## src/rtl/scan_chain_arbiter.sv

```systemverilog
// -----------------------------------------------------------------------------
// scan_chain_arbiter
//   Shares one scan-chain driver port between NUM_REQ requesters. Round-robin
//   request/grant with exclusive ownership; after every release the chain is
//   held in a safe idle state (clk/select/latch/data low) for a guard band
//   before the next owner is granted.
//
//   Optional feature: define SCAN_ARB_TIMEOUT_EN to build a watchdog that
//   revokes an owner holding the chain for MAX_HOLD consecutive cycles. A
//   revoked requester is masked from arbitration until it drops its request.
//   Without the macro, ownership is unbounded and timeout_pulse is tied low.
//
// Ports
//   clk, reset        clock, asynchronous active-high reset
//   req               level requests, held for the whole ownership
//   grant             registered one-hot grant, zero when unowned
//   owner_id          index of current owner, meaningful while busy=1
//   busy              high while a requester owns the chain
//   rq_scan_*         per-requester scan clock/data/select/latch
//   scan_*            registered scan-chain drive (owner's signals, 1-cycle late)
//   timeout_pulse     one-cycle pulse when the watchdog revokes an owner
// -----------------------------------------------------------------------------
module scan_chain_arbiter #(
   parameter int NUM_REQ      = 3,
   parameter int GUARD_CYCLES = 4,
   parameter int MAX_HOLD     = 256,
   parameter int IW           = (NUM_REQ > 1) ? $clog2(NUM_REQ) : 1
) (
   input  logic               clk,
   input  logic               reset,
   input  logic [NUM_REQ-1:0] req,
   output logic [NUM_REQ-1:0] grant,
   output logic [IW-1:0]      owner_id,
   output logic               busy,
   input  logic [NUM_REQ-1:0] rq_scan_clk,
   input  logic [NUM_REQ-1:0] rq_scan_data,
   input  logic [NUM_REQ-1:0] rq_scan_select,
   input  logic [NUM_REQ-1:0] rq_scan_latch,
   output logic               scan_clk_out,
   output logic               scan_data_out,
   output logic               scan_select,
   output logic               scan_latch_en,
   output logic               timeout_pulse
);

   // A guard band of zero would let two owners drive back to back.
   localparam int GUARD = (GUARD_CYCLES < 1) ? 1 : GUARD_CYCLES;
   localparam int GW    = $clog2(GUARD + 1);

   typedef enum logic [1:0] {
      ST_IDLE  = 2'd0,
      ST_GRANT = 2'd1,
      ST_DRAIN = 2'd2
   } state_t;

   state_t             state_r, state_nxt_s;
   logic [NUM_REQ-1:0] grant_r, grant_nxt_s;
   logic [IW-1:0]      owner_r, owner_nxt_s;
   logic               busy_r, busy_nxt_s;
   logic [IW-1:0]      rr_r, rr_nxt_s;
   logic [GW-1:0]      guard_r, guard_nxt_s;
   // Packed as {clk, data, select, latch}.
   logic [3:0]         scan_r, scan_nxt_s;

   logic [NUM_REQ-1:0] elig_s;
   logic [IW-1:0]      pick_s;
   logic               found_s;
   logic [3:0]         pick_scan_s;
   logic [3:0]         own_scan_s;
   logic               owner_req_s;

`ifdef SCAN_ARB_TIMEOUT_EN
   localparam int HW = $clog2(MAX_HOLD + 1);

   logic [HW-1:0]      hold_r, hold_nxt_s;
   logic [NUM_REQ-1:0] mask_r, mask_nxt_s;
   logic               tpulse_r, tpulse_nxt_s;

   assign elig_s        = req & ~mask_r;
   assign timeout_pulse = tpulse_r;
`else
   assign elig_s        = req;
   assign timeout_pulse = 1'b0;
`endif

   function automatic logic [NUM_REQ-1:0] onehot(input logic [IW-1:0] k);
      logic [NUM_REQ-1:0] v;
      v    = '0;
      v[k] = 1'b1;
      return v;
   endfunction

   // Priority pointer moves to the requester just after the new owner.
   function automatic logic [IW-1:0] next_ptr(input logic [IW-1:0] k);
      logic [IW-1:0] p;
      if (k == IW'(NUM_REQ - 1)) begin
         p = '0;
      end else begin
         p = k + IW'(1);
      end
      return p;
   endfunction

   assign pick_scan_s = {rq_scan_clk[pick_s], rq_scan_data[pick_s],
                         rq_scan_select[pick_s], rq_scan_latch[pick_s]};
   assign own_scan_s  = {rq_scan_clk[owner_r], rq_scan_data[owner_r],
                         rq_scan_select[owner_r], rq_scan_latch[owner_r]};
   assign owner_req_s = req[owner_r];

   // Round-robin search: first eligible requester at or after the pointer, wrapping.
   always_comb begin
      int idx;
      idx     = 0;
      pick_s  = '0;
      found_s = 1'b0;
      for (int i = 0; i < NUM_REQ; i++) begin
         idx = int'(rr_r) + i;
         if (idx >= NUM_REQ) begin
            idx = idx - NUM_REQ;
         end else begin
            idx = idx;
         end
         if (!found_s && elig_s[IW'(idx)]) begin
            found_s = 1'b1;
            pick_s  = IW'(idx);
         end else begin
            found_s = found_s;
         end
      end
   end

   // Next-state and next-output decode for the ownership FSM.
   always_comb begin
      state_nxt_s  = state_r;
      grant_nxt_s  = grant_r;
      owner_nxt_s  = owner_r;
      busy_nxt_s   = busy_r;
      rr_nxt_s     = rr_r;
      guard_nxt_s  = guard_r;
      scan_nxt_s   = 4'b0000;
`ifdef SCAN_ARB_TIMEOUT_EN
      hold_nxt_s   = hold_r;
      // A masked requester becomes eligible again once it lets go of req.
      mask_nxt_s   = mask_r & req;
      tpulse_nxt_s = 1'b0;
`endif
      case (state_r)
         ST_IDLE: begin
            if (found_s) begin
               state_nxt_s = ST_GRANT;
               grant_nxt_s = onehot(pick_s);
               owner_nxt_s = pick_s;
               busy_nxt_s  = 1'b1;
               rr_nxt_s    = next_ptr(pick_s);
               guard_nxt_s = '0;
               // The granting edge already forwards the new owner's signals.
               scan_nxt_s  = pick_scan_s;
`ifdef SCAN_ARB_TIMEOUT_EN
               hold_nxt_s  = '0;
`endif
            end else begin
               grant_nxt_s = '0;
               busy_nxt_s  = 1'b0;
            end
         end
         ST_GRANT: begin
            // Release wins over a simultaneous watchdog expiry.
            if (!owner_req_s) begin
               state_nxt_s = ST_DRAIN;
               grant_nxt_s = '0;
               busy_nxt_s  = 1'b0;
               guard_nxt_s = '0;
            end else begin
`ifdef SCAN_ARB_TIMEOUT_EN
               if (hold_r == HW'(MAX_HOLD - 1)) begin
                  state_nxt_s  = ST_DRAIN;
                  grant_nxt_s  = '0;
                  busy_nxt_s   = 1'b0;
                  guard_nxt_s  = '0;
                  tpulse_nxt_s = 1'b1;
                  mask_nxt_s   = (mask_r & req) | onehot(owner_r);
               end else begin
                  hold_nxt_s   = hold_r + HW'(1);
                  scan_nxt_s   = own_scan_s;
               end
`else
               scan_nxt_s = own_scan_s;
`endif
            end
         end
         ST_DRAIN: begin
            if (guard_r == GW'(GUARD - 1)) begin
               state_nxt_s = ST_IDLE;
               guard_nxt_s = '0;
            end else begin
               guard_nxt_s = guard_r + GW'(1);
            end
         end
         default: begin
            state_nxt_s = ST_IDLE;
            grant_nxt_s = '0;
            busy_nxt_s  = 1'b0;
            guard_nxt_s = '0;
         end
      endcase
   end

   // State and registered-output update; async reset parks the chain idle.
   always_ff @(posedge clk or posedge reset) begin
      if (reset) begin
         state_r  <= ST_IDLE;
         grant_r  <= '0;
         owner_r  <= '0;
         busy_r   <= 1'b0;
         rr_r     <= '0;
         guard_r  <= '0;
         scan_r   <= 4'b0000;
`ifdef SCAN_ARB_TIMEOUT_EN
         hold_r   <= '0;
         mask_r   <= '0;
         tpulse_r <= 1'b0;
`endif
      end else begin
         state_r  <= state_nxt_s;
         grant_r  <= grant_nxt_s;
         owner_r  <= owner_nxt_s;
         busy_r   <= busy_nxt_s;
         rr_r     <= rr_nxt_s;
         guard_r  <= guard_nxt_s;
         scan_r   <= scan_nxt_s;
`ifdef SCAN_ARB_TIMEOUT_EN
         hold_r   <= hold_nxt_s;
         mask_r   <= mask_nxt_s;
         tpulse_r <= tpulse_nxt_s;
`endif
      end
   end

   assign grant         = grant_r;
   assign owner_id      = owner_r;
   assign busy          = busy_r;
   assign scan_clk_out  = scan_r[3];
   assign scan_data_out = scan_r[2];
   assign scan_select   = scan_r[1];
   assign scan_latch_en = scan_r[0];

endmodule

```

## config.mk

```make
export PLATFORM = sky130hd
export DESIGN_NAME = scan_chain_arbiter
export DESIGN_NICKNAME = d
export VERILOG_FILES = /design/src/rtl/scan_chain_arbiter.sv
export SDC_FILE = /design/constraint.sdc
export NUM_CORES = 1
export LEC_CHECK = 0
export ABC_AREA = 1
export ABC_CLOCK_PERIOD_IN_PS = 1900
export CORE_MARGIN = 4
export CORE_UTILIZATION = 40
export DETAILED_ROUTE_END_ITERATION = 10
export GPL_ROUTABILITY_DRIVEN = 0
export PLACE_DENSITY = 0.78
export SLEW_MARGIN = 25
export SYNTH_ARGS = -nofsm -noshare
export SYNTH_HDL_FRONTEND = slang
export SYNTH_SLANG_ARGS = --single-unit
```

## constraint.sdc

```tcl
create_clock -name clk -period 1.9 [get_ports clk]
set_clock_uncertainty 0.2 [all_clocks]
set_input_delay 0.285 -clock clk [delete_from_list [all_inputs] [get_ports clk]]
set_output_delay 0.285 -clock clk [all_outputs]
set_load 0.05 [all_outputs]
```

==> Word-level counts from Yosys, hierarchy flattened <==
Cells that the tools add are included.
{ "classes": {"addsub": 7, "n_lt_le_gt_ge": 9, "n_eq_ne": 7, "mux": 55, "bitwise_logic": 1, "n_reduce_logical": 10} }
{ "op_table": {"columns": ["cell", "count"], "rows": [
  ["$bmux W1 S2", 12],
  ["$mux W1", 21],
  ["$mux W2", 10],
  ["$pmux W3 S3", 2],
  ["$lt A2 B4 Y1 const B", 3],
  ["$mux W3", 4],
  ["$mux W4", 2],
  ["$pmux W4 S2", 1],
  ["$ge A3 B2 Y1 const B", 2],
  ["$lt A2 B3 Y1 const B", 2],
  ["$ne A2 B2 Y1 const B", 3],
  ["$pmux W2 S3", 1],
  ["$reduce_and A2 Y1", 3],
  ["$sub A2 B2 Y2 const B", 3],
  ["$eq A2 B2 Y1 const B", 2],
  ["$add A2 B1 Y3 const B", 1],
  ["$add A2 B2 Y3 const B", 1],
  ["$add A3 B1 Y3 const B", 1],
  ["$eq A3 B2 Y1 const B", 1],
  ["$logic_and A1 B1 Y1", 3],
  ["$pmux W1 S3", 1],
  ["$reduce_and A3 Y1", 1],
  ["$add A2 B1 Y2 const B", 1],
  ["$demux W1 S2", 1],
  ["6 further kinds", 7]
]} }
{ "word_totals": {"reg_bits": 17, "output_inout_bits": 11, "wordCells": 96} }

==> Logic depth before layout (Yosys ltp) <==
{ "depth": {"word_depth": 18, "ltp_mapped": 16} }

==> Worst setup path before layout <==
OpenSTA, ideal clock, no wires.
{ "synth_timing": {"kind": "flip-flop to flip-flop", "startpoint": "register rr_r[0]", "endpoint": "register scan_r[0]", "setup_ns": 0.116, "arrival_time_ns": 1.621, "t_required_ns": 1.584, "path_slack_ns": -0.037, "stages_incl_launch_ff": 16, "path_buffers": 1, "cell_sequence": "dfrtp_1 > inv_1 > ha_1 > buf_6 > inv_2 > nand2_1 > nand3_1 > nand2_2 > nand3_2 > nand3_1 > nand2_2 > inv_2 > nand3_2 > nand2_1 > inv_1 > nand2_1"} }
{ "synth_between": {"elab_chain_len": 16} }
{ "synth_lines": {"columns": ["item", "line", "text"], "rows": [
  ["from (decl)", "60", "logic [IW-1:0] rr_r, rr_nxt_s;"],
  ["from (signal assigned)", "228", "rr_r <= rr_nxt_s;"],
  ["branches (longest 14 deep; another with $add A2 B1 Y3)", null, null],
  ["$mux W4 (*)", "149", "if (found_s) begin"],
  ["$pmux W4 S2 (*)", "147", "case (state_r)"],
  ["net scan_nxt_s[0]", "63", "logic [3:0] scan_r, scan_nxt_s;"],
  ["to (signal assigned)", "230", "scan_r <= scan_nxt_s;"],
  ["to (decl)", "63", null]
]} }
Mark *: on every way through the listed nets, which the timed path passes. The select of a mux whose other input is x is not followed.
A chain may end at the register's enable or synchronous reset.

==> Final worst setup path <==
{ "layout_timing": {"startpoint": "register rr_r[1]", "endpoint": "register scan_r[1]"} }
The elaborated chain is that of the path after synthesis.

==> impl_results.md <==
- Status: finished with violations
- Failing checks: negative setup slack
- Fin crit share: 109.4%
- # nets final: 250
- Most frequent cell on the critical path: nand2_2
- Count leader, synth: nand2_1
- Synth Cell Area: 1262 um^2
- Worst-Skew Late Latency: 0.31 ns
- Htree depth: 1
- Die Y: 64.18 um
- WP data arrival: 2.13 ns
- Largest family of logic cells by synthesized area: simple AND/OR/NAND/NOR gates
- Synth warnings: 0
- Synth Instances: 177
- Wl on met1: 1490 um
- Fraction of registers with async set/reset: 100.0%
- Switching Power: 1.982 mW
- Clk network pwr share: 5.6%
- Hold_buf cts: 0
- Synth Area in XOR/XNOR: 0%
- Fmax achieved: 481.2 MHz
- Antenna diode count: 0
- Drt wl/cell: 12.44 um
- Switching Share: 53.15%
- Hold Path Class: primary input to asynchronous set/reset pin
- Post-DR vias/cell: 4.970
- IO Port Bufs: 26
- Critical Path RT: 1.95 ns
- Pwr/cell area: 1966 nW/um^2
- Hold Vio Cnt, Final: 0
- Die extent in x: 64.18 um
- RSZ-0062 raised after global routing: yes
- Yosys top cell area share: 33.70%
- Slew Limit Fails: 0
- TritonRoute pass-1 iters: 4
- Compound-Gate Fraction of Synth Area: 13.78%
- Worst r2r src: rr_r[1]$_DFFE_PP0P_
- Largest net degree at the start of global routing: 18
- Peak VDD IR: 1094 uV
- DPL Wire Length: 2403 um
- Flip-flop and latch area: 426.7 um^2
- Crit path launch: rr_r[1]$_DFFE_PP0P_
- Post-DRT Antenna Nets: 0
- Critical path class: register to register
- CP endpoint kind: register
- DIE AREA: 4119 um^2
- CTS tree: yes
- Final worst slack: -0.1783 ns
- Clk sinks: 17
- Core area: 3028 um^2
- Final setup fails: 15
- Buf/Inv on CP: 4
- Share of cells above drive strength 1: 36.56%
- Measured slew at the worst slew-check pin: 0.6094 ns
- Simple logic cell fraction of the synthesized area: 35.58%
- Syn_nets: 199
- Crit-path max FO: 7
- Clk buf depth: 2
- Seq/Total Area, Yosys: 33.70%
- Antenna violations before repair: 0
- Starting Density: 41.69%
- DR WL met2: 1670 um
- Fillers: 252
- Fin area: 1897 um^2
- Worst relative slew slack: 59.22%
- Post-synth EDFFs: 0
- Worst slack at placement: -0.1912 ns
- Predominant post-synthesis flop cell: dfrtp_1
- Hold slack: 0.07769 ns
- Leading area contributor after synthesis: dfrtp_1
- CP peak stage delay: 0.41 ns
- Final WL: 3372 um
- Synthesized flop and latch total: 17
- Distinct cells, synth: 27
- Leakage: 0.9351 nW
- DR top layer: met4
- Total I/O pin count: 28
- Area growth from synthesis to layout: 50.25%
- Max-capacitance violation count: 0
- Adder-Cell Fraction of Synth Area: 4.955%
- Combinational Power Share: 78.3%
- Total GRT Usage: 16.89%
- Area of the multi-input gates: 825.8 um^2
- First-pass GRT wire length: 5589 um
- Drt drc: 0
- Met3 routed WL: 190 um
- Grt ovf: 0
- Crit-path cells: buf_6 -> ha_4 -> inv_4 -> nand2_2 -> nand3_2 -> nand2_4 -> nand4_1 -> nand2_2 -> nand2_2 -> inv_2 -> nand2_2 -> nand2_1 -> inv_1 -> nand3_1
- Sequential share of power: 16.1%
- TritonCTS Buffers: 3
- Setup crit start kind: register
- Min Clock Period, post-route: 2.078 ns
- Initial DRC count: 101
- CP top delay family: simple AND/OR/NAND/NOR gates
- Ranking of synthesized cells by area: dfrtp_1 34%, nand2_1 14%, o21ai_0 7.1%
- Post-synthesis mux area share: 0%
- Internal power: 1.747 mW
- Via count: 1347
- Row cnt: 20
- Root Buffer Master: clkbuf_4
- Worst-path clk slew: 0.11 ns
- Placed Area: 1668 um^2
- Mean area per synthesized cell: 7.133 um^2
- Vias in the first global route: 1277
- CP max-delay cell: dfrtp_1
- Commonest cells in the netlist: 46 x nand2_1, 21 x inv_1, 18 x o21ai_0
## power groups by stage
| stage | logic, mW | registers (mW) | clock network [mW] |
|---|---|---|---|
| 6_report | 2.92 | 0.601 | 0.208 |
| 5_1_grt | 3.16 | 0.617 | 0.228 |
| 4_1_cts | 2.54 | 0.589 | 0.209 |
| 3_5_place_dp | 2.27 | 0.601 | 0 |
| 3_3_place_gp | 2.23 | 0.597 | 0 |
| 2_1_floorplan | 1.38 | 0.841 | 0 |
## layout by cell type (no fill, tap or decap), drive strengths merged
master | netlist | final
nand2 | 53 | 53
buf | 3 | 33
inv | 30 | 30
o21ai | 22 | 22
dfrtp | 17 | 17
clkdlybuf4s50 | 0 | 16
nor2 | 16 | 16
nand3 | 16 | 16
nand4 | 6 | 6
ha | 5 | 5
clkbuf | 0 | 3
a31oi | 2 | 2
o22ai | 2 | 2
nand3b | 1 | 1
a21oi | 1 | 1
a22oi | 1 | 1
o31ai | 1 | 1
conb | 1 | 1
clkinv | 0 | 1
## final timing paths
check / to / slack, ns / cells after the start
max: scan_r[1]$_DFF_PP0_ / -0.18 / 14
min: scan_r[1]$_DFF_PP0_ / 0.08 / 3
max reg2reg: scan_r[1]$_DFF_PP0_ / -0.18 / 14
min reg2reg: guard_r[2]$_DFFE_PP0P_ / 0.31 / 2
max in group asynchronous: rr_r[0]$_DFFE_PP0P_ / 1.22 / 3
min in group clk: guard_r[2]$_DFFE_PP0P_ / 0.31 / 2
## routing by layer
layer | global-route usage (%) | vias up
met5 | 0 | -
met1 | 22.16 | 633
met2 | 28.26 | 38
met3 | 3.866 | 5
met4 | 3.694 | 0
li1 | - | 671
## per-stage QoR
stage	power (mW)	setup TNS [ns]	utilization [%]	cells
after floorplan	2.226	0	-	177
after global routing	4.007	-3.329	62.64	271
after detailed placement	2.869	-1.983	55.08	260
final	3.729	-1.526	62.64	271
after CTS	3.336	-0.7570	58.97	268
after global placement	2.830	-1.556	55.08	260
## registers in the layout, summed over array words and instances, names as in the netlist
name and flops:
rr_r 2, owner_id 2, scan_r 4, guard_r 3, grant 3, busy 1
state_r 2
## worst register-to-register path: stages, from the launching register on
cell     delay, ns
dfrtp_1       0.41
buf_6         0.13
ha_4          0.32
inv_4         0.06
nand2_2       0.06
nand3_2       0.08
nand2_4       0.12
nand4_1       0.12
nand2_2       0.15
nand2_2       0.08
inv_2         0.12
nand2_2       0.05
nand2_1       0.05
inv_1         0.03
nand3_1       0.06
## layout make-up
cell class              count  area share (%)
clock buffers               3           1.187
well taps                  44           2.902
flip-flops and latches     17           22.49
inverters                  30           6.860
clock inverters             1          0.2639
multi-input cells         127           43.54
repair buffers             49           22.76
## repair_timing
item,CTS,global route
buffers inserted,4,3
gates resized for setup,16,22
cloned,0,0
pin swaps,13,7
endpoints found under the setup margin,15,17
## logic make-up (layout without fill, tap and decap cells)
family                   Yosys count  count (layout)
other                              1               1
buffers and inverters             33              83
adder cells (fa/ha/maj)            5               5
flip-flops                        17              17
AND/OR/NAND/NOR                   92              92
AO/OA/AOI/OAI                     29              29
Power figures use the tool's default switching activity.
